**config.mk**
```make
export PLATFORM = sky130hd
export DESIGN_NAME = input_interface
export DESIGN_NICKNAME = d
export VERILOG_FILES = /design/src/rtl/input_interface.sv
export SDC_FILE = /design/constraint.sdc
export NUM_CORES = 1
export LEC_CHECK = 0
export BUFFER_PORTS_ARGS = -buffer_cell sky130_fd_sc_hd__buf_2
export CORE_AREA = 4 4 106 108
export DETAILED_ROUTE_END_ITERATION = 8
export DIE_AREA = 0 0 110 112
export PLACE_DENSITY = 0.84
export SLEW_MARGIN = 20
export SYNTH_ARGS = -nofsm -noshare
export SYNTH_HDL_FRONTEND = slang
export SYNTH_SLANG_ARGS = --single-unit
```
**constraint.sdc**
```tcl
create_clock -name iCLK -period 3.4 [get_ports iCLK]
set_input_delay 0.68 -clock iCLK [delete_from_list [all_inputs] [get_ports iCLK]]
set_output_delay 0.68 -clock iCLK [all_outputs]
set_load 0.01 [all_outputs]
```
**src/rtl/input_interface.sv**
```systemverilog
// Memory-mapped input peripheral: synchronizes slide switches and push-buttons, debounces the
// buttons, latches press events as sticky write-1-to-clear flags and exposes everything through
// a four-word register map with a registered (1-cycle latency) read port.
// Optional feature: define KEY_IRQ_EN to add an interrupt mask register at word 3 and the
// registered interrupt output oIRQ.
module input_interface #(
    parameter int unsigned DEBOUNCE_CYCLES = 500000,
    parameter int unsigned CNT_W           = 20
) (
    input  logic        iCLK,
    input  logic        iRST_n,
    input  logic [9:0]  iSW,
    input  logic [3:0]  iKEY,
    input  logic [1:0]  iAddr,
    input  logic        iRead,
    input  logic        iWrite,
    input  logic [31:0] iWData,
`ifdef KEY_IRQ_EN
    output logic        oIRQ,
`endif
    output logic [31:0] oRData
);

    localparam logic [CNT_W-1:0] CntMax = CNT_W'(DEBOUNCE_CYCLES - 1);

    // Synchronizers: keys are kept in raw active-low form so their reset value means released.
    logic [9:0]             sw_meta_q, sw_meta_d, sw_sync_q, sw_sync_d;
    logic [3:0]             key_meta_q, key_meta_d, key_sync_q, key_sync_d;
    logic [3:0]             key_s;

    logic [3:0]             key_db_q, key_db_d;
    logic [3:0][CNT_W-1:0]  cnt_q, cnt_d;
    logic [3:0]             flag_q, flag_d;
    logic [3:0]             press;
    logic [3:0]             flag_clr;
    logic [31:0]            rdata_q, rdata_d;

`ifdef KEY_IRQ_EN
    logic [3:0]             mask_q, mask_d;
    logic                   irq_q, irq_d;
`endif

    // Upper write-data bits have no destination in this register map.
    logic unused_wdata;
    assign unused_wdata = ^iWData[31:4];

    // Two-flop synchronizer next-state.
    always_comb begin
        sw_meta_d  = iSW;
        sw_sync_d  = sw_meta_q;
        key_meta_d = iKEY;
        key_sync_d = key_meta_q;
    end

    // Per-key debounce: a change is accepted only after DEBOUNCE_CYCLES consecutive samples
    // disagree with the debounced value; any agreeing sample restarts the count.
    always_comb begin
        key_s    = ~key_sync_q;
        key_db_d = key_db_q;
        cnt_d    = cnt_q;
        for (int k = 0; k < 4; k++) begin
            if (key_s[k] == key_db_q[k]) begin
                cnt_d[k] = '0;
            end else if (cnt_q[k] == CntMax) begin
                key_db_d[k] = key_s[k];
                cnt_d[k]    = '0;
            end else begin
                cnt_d[k] = cnt_q[k] + CNT_W'(1);
            end
        end
    end

    // Sticky press flags with write-1-to-clear; a new press wins over a same-cycle clear.
    always_comb begin
        press    = key_db_d & ~key_db_q;
        flag_clr = (iWrite && (iAddr == 2'd2)) ? iWData[3:0] : 4'b0;
        flag_d   = (flag_q & ~flag_clr) | press;
    end

`ifdef KEY_IRQ_EN
    // Interrupt mask register and registered interrupt request.
    always_comb begin
        mask_d = (iWrite && (iAddr == 2'd3)) ? iWData[3:0] : mask_q;
        irq_d  = |(flag_q & mask_q);
    end

    assign oIRQ = irq_q;
`endif

    // Read mux samples pre-update state, so a same-cycle write is not visible to the read.
    always_comb begin
        rdata_d = rdata_q;
        if (iRead) begin
            unique case (iAddr)
                2'd0: rdata_d = {22'b0, sw_sync_q};
                2'd1: rdata_d = {28'b0, key_db_q};
                2'd2: rdata_d = {28'b0, flag_q};
`ifdef KEY_IRQ_EN
                2'd3: rdata_d = {28'b0, mask_q};
`else
                2'd3: rdata_d = 32'b0;
`endif
                default: rdata_d = 32'b0;
            endcase
        end
    end

    assign oRData = rdata_q;

    // State registers; key synchronizers reset to released so reset release is not a press.
    always_ff @(posedge iCLK or negedge iRST_n) begin
        if (!iRST_n) begin
            sw_meta_q  <= '0;
            sw_sync_q  <= '0;
            key_meta_q <= '1;
            key_sync_q <= '1;
            key_db_q   <= '0;
            cnt_q      <= '0;
            flag_q     <= '0;
            rdata_q    <= '0;
`ifdef KEY_IRQ_EN
            mask_q     <= '0;
            irq_q      <= 1'b0;
`endif
        end else begin
            sw_meta_q  <= sw_meta_d;
            sw_sync_q  <= sw_sync_d;
            key_meta_q <= key_meta_d;
            key_sync_q <= key_sync_d;
            key_db_q   <= key_db_d;
            cnt_q      <= cnt_d;
            flag_q     <= flag_d;
            rdata_q    <= rdata_d;
`ifdef KEY_IRQ_EN
            mask_q     <= mask_d;
            irq_q      <= irq_d;
`endif
        end
    end

endmodule

```
==> results of run 1 <==
metal layers:
layer	routed length [um]	part of all wire (%)	vias up
met5	0	0	-
met4	285	2.5	0
met3	561	4.9	25
met2	5870	51	123
met1	4830	42	2082
li1	-	-	2016
logic make-up (layout without fill, tap and decap cells):
group | count (synthesis) | in the layout
mux | 6 | 6
simple gates | 241 | 241
xor+xnor | 55 | 55
buf+inv | 58 | 92
compound gates | 72 | 72
fa+ha+maj | 4 | 4
flops | 126 | 126
other cells | 1 | 22
area by class of cell:
cell class | count | area [um^2]
clock inverter | 9 | 70.1
tap | 136 | 170
sequential | 126 | 3160
inverter | 21 | 78.8
multi-input combinational | 400 | 2370
fill | 802 | 3700
timing repair buffer | 39 | 225
clock buffer | 23 | 457
state kept, by name (all words and copies together), names as in the netlist:
signal	flops
oRData	10
sw_meta_q	10
key_meta_q	4
key_db_q	4
key_sync_q	4
sw_sync_q	10
flag_q	4
cnt_q	80
power breakdown:
part | total (W) | internal (W) | leakage, nW | switching [W]
logic | 0.000143 | 0.0000452 | 0.815 | 0.0000974
registers | 0.00157 | 0.00154 | 1.67 | 0.0000283
clock network | 0.00162 | 0.000996 | 0.269 | 0.000620
total | 0.00333 | 0.00258 | 2.75 | 0.000746
final timing paths:
check / cells after the start / slack [ns] / endpoint
setup / recovery: 5 / 1.10 / cnt_q[38]
hold / removal: 1 / 0.13 / cnt_q[51]
setup reg to reg: 5 / 1.10 / cnt_q[38]
hold reg to reg: 0 / 0.35 / sw_sync_q[7]
max in group asynchronous: 2 / 2.41 / key_meta_q[3]
min in group iCLK: 1 / 0.26 / key_meta_q[0]
cell usage after synthesis (all sizes together) (2+ instances only):
cell type  count  area share [%]
dfrtp        118              51
nor2          70             4.6
xnor2         34             5.2
nand3         33             2.9
a21oi         30             2.6
nand4         28             3.2
o21ai         25             2.2
buf           24             3.0
nand2         24             1.6
inv           21             1.4
xor2          21             3.2
or3           15             1.7
clkbuf        13            0.85
nor3          13             1.1
nor4          12             1.3
o31ai         12             1.7
or4           12             1.6
dfstp          8             3.7
or2            8            0.87
and3           6            0.65
mux2i          6             1.0
and4           5            0.78
and2           4            0.43
ha             4            0.87
a22o           2            0.30
nand4b         2            0.30
nor2b          2            0.22
nor4b          2            0.30
nor4bb         2            0.35
o41ai          2            0.43
critical path, stage by stage, from the launching register on:
cell and delay [ns]:
dfrtp_1 0.41, ha_1 0.27, nand4_2 0.19, or4_1 0.67, or4_1 0.52, a21oi_1 0.17
metrics by stage:
| step | area, um^2 | std cells | total power [W] |
|---|---|---|---|
| after floorplan | 5840 | 584 | 0.00168 |
| after global placement | 6010 | 722 | 0.00173 |
| after detailed placement | 6010 | 722 | 0.00174 |
| after CTS | 6530 | 754 | 0.00336 |
| after global routing | 6530 | 754 | 0.00345 |
| final | 6530 | 754 | 0.00333 |
==> flow_summary.json, run 1 <==
{
  "outcome": "complete, no violations",
  "worstMarginPinSlew_ns": 0.883,
  "rsz0062_at_grt": "no",
  "grtUsageMet2_pct": 31.9,
  "muxShareOfSynthArea_pct": 1.04,
  "clkSinkCount": 126,
  "viasPerCell": 5.63,
  "htreeDepth": 4,
  "drive_gt1_share_pct": 14.7,
  "layout_commonest_cell": "dfrtp_1",
  "crit_start": "cnt_q[20]",
  "die_h_um": 112,
  "diodes": 0,
  "core_mm2": 0.0102,
  "yosysSeqAreaShare_pct": 54.9,
  "grt_use_met3_pct": 3.65,
  "synth_fa_ha_area_share_pct": 0.869,
  "hold_buffers": 0,
  "synth_compound_area_share_pct": 7.32,
  "rows": 37,
  "grt_pass1_vias": 4158,
  "numPortBuffers": 33,
  "area_delta_synth_final_pct": 13.5,
  "timing.hold.ws_ns": 0.127,
  "clk_pin_slew_ns": 0.06,
  "synth_simple_gate_area_share_pct": 22.1,
  "maxSlewHeadroom_pct": 40.5,
  "postSynth.asyncResetShare_pct": 100,
  "drtPass1Iterations": 4,
  "clock_tree.buffer_depth": 2,
  "start_util_pct": 56.3,
  "fin_crit_ns": 2.30,
  "grt_use_total_pct": 19.6,
  "synth_xor_area_share_pct": 8.37,
  "clk-insertion-delay-late_ns": 0.52,
  "grt-busiest-layer": "met2",
  "dieWidth_um": 110,
  "cts_buffers": 17,
  "finalSetupViolCount": 0,
  "synth_top_family_by_area": "simple AND/OR/NAND/NOR gates",
  "final_cell_mix": "118 x dfrtp_1, 70 x nor2_1, 34 x xnor2_1",
  "wl_um": 11500,
  "ys_seq_elements": 126,
  "worst_slack_ns": 1.10,
  "avgSynthCellArea_um2": 10.2,
  "yosysUniqueCellTypes": 42,
  "postCtsSetupBuffers": 0,
  "cp.arrival_ns": 2.74,
  "grt_pass1_wl_um": 19100,
  "yosysWarnings": 0,
  "r2r_start": "cnt_q[20]",
  "grt.overflow.total": 0,
  "cts_resized": 0,
  "vias": 4246,
  "final_hold_viol_count": 0,
  "pre_cts_ws_ns": 1.13,
  "ant_nets": 0,
  "fmax_mhz": 434,
  "skew_ns": 0.00493,
  "gr-usage-met1_pct": 24.7,
  "startpoint_type": "flip-flop",
  "total_leakage_power_nw": 2.75,
  "wire_per_inst_um": 15.3,
  "cp-end-kind": "flip-flop",
  "setup_tns_ns": 0,
  "crit_required_ns": 3.84,
  "grt_max_degree": 56,
  "criticalPathCategory": "reg -> reg",
  "synth_edf_count": 0,
  "place_congestion": 0.817,
  "die_area_mm2": 0.0123,
  "cap_viol_max_count": 0,
  "syn_inst": 563,
  "fin_crit_sh_pct": 67.8,
  "hpwlAfterDp_um": 7840,
  "synthFlopType": "dfrtp_1",
  "vdd_ir_drop_max_mv": 0.357,
  "synth_area_mm2": 0.00576,
  "slew_viol_final": 0,
  "dr.first_iter.drc_count": 171,
  "drc": 0,
  "final_core_util_pct": 63.9,
  "cts_tree": "built",
  "powerDensity_mw_per_mm2": 510,
  "cp_max_fo": 7,
  "io_pins": 84,
  "antenna_found_initial": 0,
  "hp-class": "in -> async",
  "cts_root_buf": "clkbuf_8",
  "nNetsFinal": 661
}
Power figures use the tool's default switching activity.
==> run 2, diff against run 1 <==
Settings changed: ABC_AREA from default to 1, CORE_AREA 4 4 106 108 to 4 4 116 118, DIE_AREA 0 0 110 112 to 0 0 120 122, PLACE_DENSITY 0.84 to 0.81.
Clock period 3.4 ns to 2 ns, I/O delays scaled along.
==> run 2 against run 1 <==
Effect of this change:
- final area rose by 13%
- sequential share of layout area fell by 5.6 points
- synthesized area is 11% higher
- fmax up 40%
==> flow_summary.json, run 2 <==
{
  "hp-class": "in -> reg",
  "top_register": "cnt_q",
  "antenna_found_initial": 0,
  "layout_commonest_cell": "nor2_1",
  "fin_crit_ns": 1.64,
  "cts_tree": "built",
  "start_util_pct": 51.3,
  "grt_use_total_pct": 20.3,
  "htreeDepth": 4,
  "crit_path_top_delay_cell": "dfrtp_1",
  "fmax_mhz": 608,
  "drive_gt1_share_pct": 13.1,
  "postCtsSetupBuffers": 0,
  "cp-end-kind": "flip-flop",
  "startpoint_type": "flip-flop",
  "synth_area_leader_cell": "dfrtp_1",
  "area_delta_synth_final_pct": 15.7,
  "cts_buffers": 17,
  "clock_tree.buffer_depth": 2,
  "cp_max_fo": 8,
  "wire_per_inst_um": 13.1,
  "synth_area_mm2": 0.00639,
  "rows": 41,
  "clkSinkCount": 126,
  "setup_tns_ns": 0,
  "netlist.area_leader.share_pct": 46.2,
  "grt.overflow.total": 0,
  "grt_pass1_vias": 5042,
  "clk-insertion-delay-late_ns": 0.42,
  "criticalPathCategory": "reg -> reg",
  "r2r_end": "cnt_q[28]",
  "postSynth.asyncResetShare_pct": 100,
  "cap_viol_max_count": 0,
  "viasPerCell": 5.02,
  "diodes": 0,
  "grt_pass1_wl_um": 23700,
  "grt_max_degree": 42,
  "drc": 0,
  "holdPathEnd": "key_meta_q[2]",
  "yosysWarnings": 0,
  "yosysSeqAreaShare_pct": 49.5,
  "min-delay-start": "iKEY[2]",
  "final_cell_mix": "179 x nor2_1, 175 x nand2_1, 118 x dfrtp_1",
  "hpwlAfterDp_um": 9500,
  "vdd_ir_drop_max_mv": 1.15,
  "final_hold_viol_count": 0,
  "dieWidth_um": 120,
  "nNetsFinal": 928,
  "slew_viol_final": 0,
  "total_leakage_power_nw": 3.25,
  "fin_crit_sh_pct": 82.2,
  "synth_commonest_cells": "179 x nor2_1, 175 x nand2_1, 118 x dfrtp_1",
  "pre_cts_ws_ns": 0.379,
  "io_pins": 84,
  "clk_pin_slew_ns": 0.06,
  "worst_slack_ns": 0.356,
  "wl_um": 13800,
  "rrSetupSlack_ns": 0.36,
  "fillers": 1077,
  "vias": 5307,
  "whs_path_depth": 1,
  "cp_cell_sequence": "ha_1 -> nand3_2 -> nor2_2 -> nand3_1 -> nand2_1 -> nor2_1",
  "r2r_start": "cnt_q[20]",
  "core_mm2": 0.0125,
  "crit_required_ns": 2.29,
  "rsz0062_at_grt": "no",
  "drtPass1Iterations": 5,
  "place_congestion": 0.889,
  "synth_most_common_cell": "nor2_1",
  "outcome": "complete, no violations",
  "powerDensity_mw_per_mm2": 856,
  "cpPeakStageDelay_ns": 0.37,
  "skew_ns": 0.00565,
  "worst_r2r_path_depth": 6,
  "finalSetupViolCount": 0,
  "maxSlewHeadroom_pct": 61.3,
  "avgSynthCellArea_um2": 7.81,
  "cts_resized": 0,
  "cp.arrival_ns": 1.94,
  "syn_inst": 818,
  "die_area_mm2": 0.0146,
  "yosysUniqueCellTypes": 33,
  "ys_top_cells_by_area": "dfrtp_1 46%, nor2_1 11%, nand2_1 10%, nand3_1 6.7%, inv_1 5.4%",
  "cts_root_buf": "clkbuf_16",
  "die_h_um": 122,
  "ant_nets": 0,
  "largest_reg_flops": 80,
  "ys_seq_elements": 126,
  "worstMarginPinSlew_ns": 0.578,
  "dr.first_iter.drc_count": 279,
  "synthFlopType": "dfrtp_1",
  "synth_edf_count": 0,
  "numPortBuffers": 33
}
[run 2: cell count changes after synthesis, moves of 13 or more]
cell / delta
nand2_1: +151
nor2_1: +109
inv_1: +71
nand3_1: +52
xnor2_1: -28
nand4_1: -19
a21oi_1: -16
nor2_2: +14
or3_1: -13
[run 2: how the worst max path moves through the flow]
stage | start | end | cells past startpoint | slack, ns
floorplan | cnt_q[40] | cnt_q[50] | 7 | 0.66
global placement | cnt_q[20] | cnt_q[38] | 6 | 0.40
detailed placement | cnt_q[20] | cnt_q[38] | 6 | 0.38
CTS | cnt_q[40] | cnt_q[50] | 7 | 0.35
global route | cnt_q[40] | cnt_q[58] | 7 | 0.21
finish | cnt_q[20] | cnt_q[28] | 6 | 0.36
[run 2: timing repair]
action	in CTS	in global routing
setup endpoints to repair	0	0
hold buffers	1	0
endpoints found under the hold margin	27	0
[run 2: stage by stage]
step / std cells / power (W) / area [um^2] / hold slack (ns) / util [%]
final: 1057 / 0.00633 / 7390 / 0.0762 / 59.3
after global routing: 1057 / 0.00655 / 7390 / 0.0641 / 59.3
after CTS: 1057 / 0.00638 / 7390 / 0.0641 / 59.3
after detailed placement: 1024 / 0.00296 / 6730 / 0.335 / 53.9
after global placement: 1024 / 0.00295 / 6730 / 0.332 / 53.9
after floorplan: 839 / 0.00285 / 6470 / 0.104 / -
[run 2: worst max-delay path: cells and delay by family (launching register included)]
| kind | cells | cell delay, ns |
|---|---|---|
| adder cells (fa/ha/maj) | 1 | 0.21 |
| flip-flops | 1 | 0.37 |
| AND/OR/NAND/NOR | 5 | 0.94 |
[run 2: cell type report]
type	count	area, um^2	area share, %
multi-input combinational	592	2770	37.5
sequential	126	3160	42.8
clock buffer	17	425	5.75
timing repair buffer	39	228	3.08
inverter	96	360	4.87
clock inverter	15	233	3.15
tap	172	215	2.91
[run 2: cell families after synthesis]
logic type | Yosys count | share of synthesized area, %
and+or+nand+nor | 503 | 34.5
DFF | 126 | 49.5
buffers and inverters | 121 | 8.40
AOI/OAI and AO/OA | 36 | 3.09
xor gates and xnor gates | 27 | 3.70
adders and majority gates | 4 | 0.783
other | 1 | 0.0587
[run 2: where the power goes]
group / leakage [nW] / switching [W] / total [W] / internal [W]
sequential: 1.66 / 0.0000429 / 0.00267 / 0.00263
clock: 0.307 / 0.00118 / 0.00340 / 0.00223
combinational: 1.28 / 0.000182 / 0.000256 / 0.0000741
total: 3.25 / 0.00140 / 0.00633 / 0.00493
[run 2: per-layer routing]
layer	track usage (%)	share of wire (%)	vias to the layer above
met2	33.2	50	147
li1	-	-	2632
met1	26.1	43	2503
met3	5.29	5.6	25
met4	7.80	1.9	0
met5	0	0	-
==> run 3, diff against run 2 <==
Settings changed: CORE_AREA 4 4 116 118 to 4 4 111 113, DIE_AREA 0 0 120 122 to 0 0 115 117, PLACE_DENSITY 0.81 to 0.84.
Clock period 2 ns to 1.6 ns, I/O delays scaled along.
==> run 3 against run 2 <==
Effect of this change:
- combinational power rose by 41%
- total power increased by 21%
- clock skew is 0.0011 ns higher
- setup slack lost 0.30 ns
- non-clock buffer count is 16 higher
- highest routed layer is now met5
- clock power grew 17%
- sequential share of layout area shrank 1.1 points
- largest cell class unchanged
==> flow_summary.json, run 3 (synthesized netlist as in run 2, its figures left out) <==
{
  "outcome": "complete, no violations",
  "diodes": 0,
  "wire_per_inst_um": 14.0,
  "core_mm2": 0.0113,
  "r2r_start": "cnt_q[60]",
  "comb_power_share_pct": 4.7,
  "power_w": 0.00768,
  "cp_max_fo": 7,
  "worst_r2r_path_depth": 8,
  "cpPeakStageDelay_ns": 0.37,
  "cp.arrival_ns": 1.83,
  "hp-class": "in -> reg",
  "wl_um": 14600,
  "final_cell_mix": "179 x nor2_1, 172 x nand2_1, 118 x dfrtp_1",
  "cts_tree": "built",
  "cts_buffers": 17,
  "cap_viol_max_count": 0,
  "final_core_util_pct": 67.0,
  "grt_use_total_pct": 22.9,
  "vias": 5511,
  "pre_cts_ws_ns": 0.0192,
  "slew_viol_final": 0,
  "io_pins": 84,
  "antenna_found_initial": 1,
  "p_int_w": 0.00595,
  "clockPowerShare_pct": 51.8,
  "drtPass1Iterations": 6,
  "worstMarginPinSlew_ns": 0.557,
  "cts_root_buf": "clkbuf_16",
  "nNetsFinal": 944,
  "cp_cell_sequence": "ha_2 -> nand2_2 -> nor2_4 -> inv_1 -> nor2_4 -> nand3_4 -> nand3_1 -> nor2_1",
  "rrSetupSlack_ns": 0.06,
  "maxSlewHeadroom_pct": 62.7,
  "htreeDepth": 4,
  "clock_tree.buffer_depth": 2,
  "ff_latch_area_mm2": 0.00316,
  "switching_share_pct": 22.5,
  "fin_crit_ns": 1.54,
  "switchingPower_w": 0.00173,
  "crit_path_top_delay_cell": "dfrtp_1",
  "setup_tns_ns": 0,
  "skew_ns": 0.00679,
  "drc": 0,
  "multi_input_area_mm2": 0.00286,
  "largest_reg_flops": 80,
  "grt_pass1_vias": 5303,
  "finalSetupViolCount": 0,
  "powerDensity_mw_per_mm2": 1010,
  "clk-insertion-delay-late_ns": 0.41,
  "grt.overflow.total": 0,
  "cp-end-kind": "flip-flop",
  "top_register": "cnt_q",
  "hpwlAfterDp_um": 9790,
  "dr.first_iter.drc_count": 345,
  "crit_required_ns": 1.89,
  "seq_power_share_pct": 43.5,
  "area_delta_synth_final_pct": 18.6,
  "crit_path_frequent_cell": "nor2_4",
  "grt_pass1_wl_um": 24300,
  "ant_nets": 0,
  "dieWidth_um": 115,
  "total_leakage_power_nw": 3.31,
  "whs_path_depth": 1,
  "criticalPathCategory": "reg -> reg",
  "min-delay-start": "iSW[9]",
  "die_area_mm2": 0.0135,
  "vdd_ir_drop_max_mv": 0.998,
  "fillers": 851,
  "die_h_um": 117,
  "holdPathEnd": "sw_meta_q[9]",
  "start_util_pct": 56.4,
  "grt_max_degree": 29,
  "rows": 39,
  "numPortBuffers": 33,
  "clkSinkCount": 126,
  "place_congestion": 0.906,
  "final_hold_viol_count": 0,
  "r2r_end": "cnt_q[73]",
  "worst_slack_ns": 0.0611,
  "fin_crit_sh_pct": 96.2,
  "layout_commonest_cell": "nor2_1",
  "startpoint_type": "flip-flop",
  "viasPerCell": 5.28,
  "drive_gt1_share_pct": 14.8,
  "fmax_mhz": 650,
  "clk_pin_slew_ns": 0.06
}
run 3: how the worst max path moves through the flow:
stage	startpoint	to	slack, ns	depth (start not counted)
final	cnt_q[60]	cnt_q[73]	0.06	8
after global routing	cnt_q[66]	cnt_q[73]	-0.07	6
after CTS	cnt_q[60]	cnt_q[78]	0.03	8
after detailed placement	cnt_q[0]	cnt_q[0]	0.02	8
after global placement	cnt_q[0]	cnt_q[5]	0.08	8
after floorplan	cnt_q[40]	cnt_q[50]	0.26	7
run 3: cell type report:
| type | count | area share, % |
|---|---|---|
| Sequential cell | 126 | 41.7 |
| Inverter | 96 | 4.75 |
| Timing Repair Buffer | 55 | 5.32 |
| Tap cell | 143 | 2.36 |
| Multi-Input combinational cell | 592 | 37.7 |
| Clock inverter | 12 | 2.10 |
| Clock buffer | 20 | 6.03 |
run 3: per-layer routing:
metal,up-vias,global-route usage [%],share of wire (%)
li1,2661,-,-
met1,2583,28.6,40
met2,220,38.3,51
met3,45,6.53,6.6
met4,2,7.82,2.6
met5,-,0,0.082
run 3: metrics by stage:
stage / area (um^2) / hold slack (ns) / cells
after floorplan: 6470 / 0.0244 / 839
after global placement: 6770 / 0.279 / 1001
final: 7580 / 0.0106 / 1044
after CTS: 7470 / 0.00155 / 1041
after detailed placement: 6770 / 0.278 / 1001
after global routing: 7580 / 0.00129 / 1044
run 3: worst max-delay path: cells and delay by family (launching register included):
kind | cells | cell delay, ns
buffers and inverters | 1 | 0.09
AND/OR/NAND/NOR | 6 | 0.75
flip-flops | 1 | 0.37
adder cells (fa/ha/maj) | 1 | 0.20
run 3: power groups by stage:
stage	sequential [W]	clock (W)	combinational [W]
after floorplan	0.00338	0	0.000179
after global placement	0.00338	0	0.000325
after detailed placement	0.00339	0	0.000336
after CTS	0.00333	0.00402	0.000355
after global routing	0.00334	0.00418	0.000414
final	0.00334	0.00398	0.000360
run 3: repair_timing:
| item | CTS | global route |
|---|---|---|
| resized for setup | 2 | 17 |
| setup endpoints to repair | 3 | 38 |
| endpoints found under the hold margin | 26 | 0 |
| setup buffers | 0 | 3 |
| hold buffers | 8 | 0 |
| pin swaps | 0 | 5 |
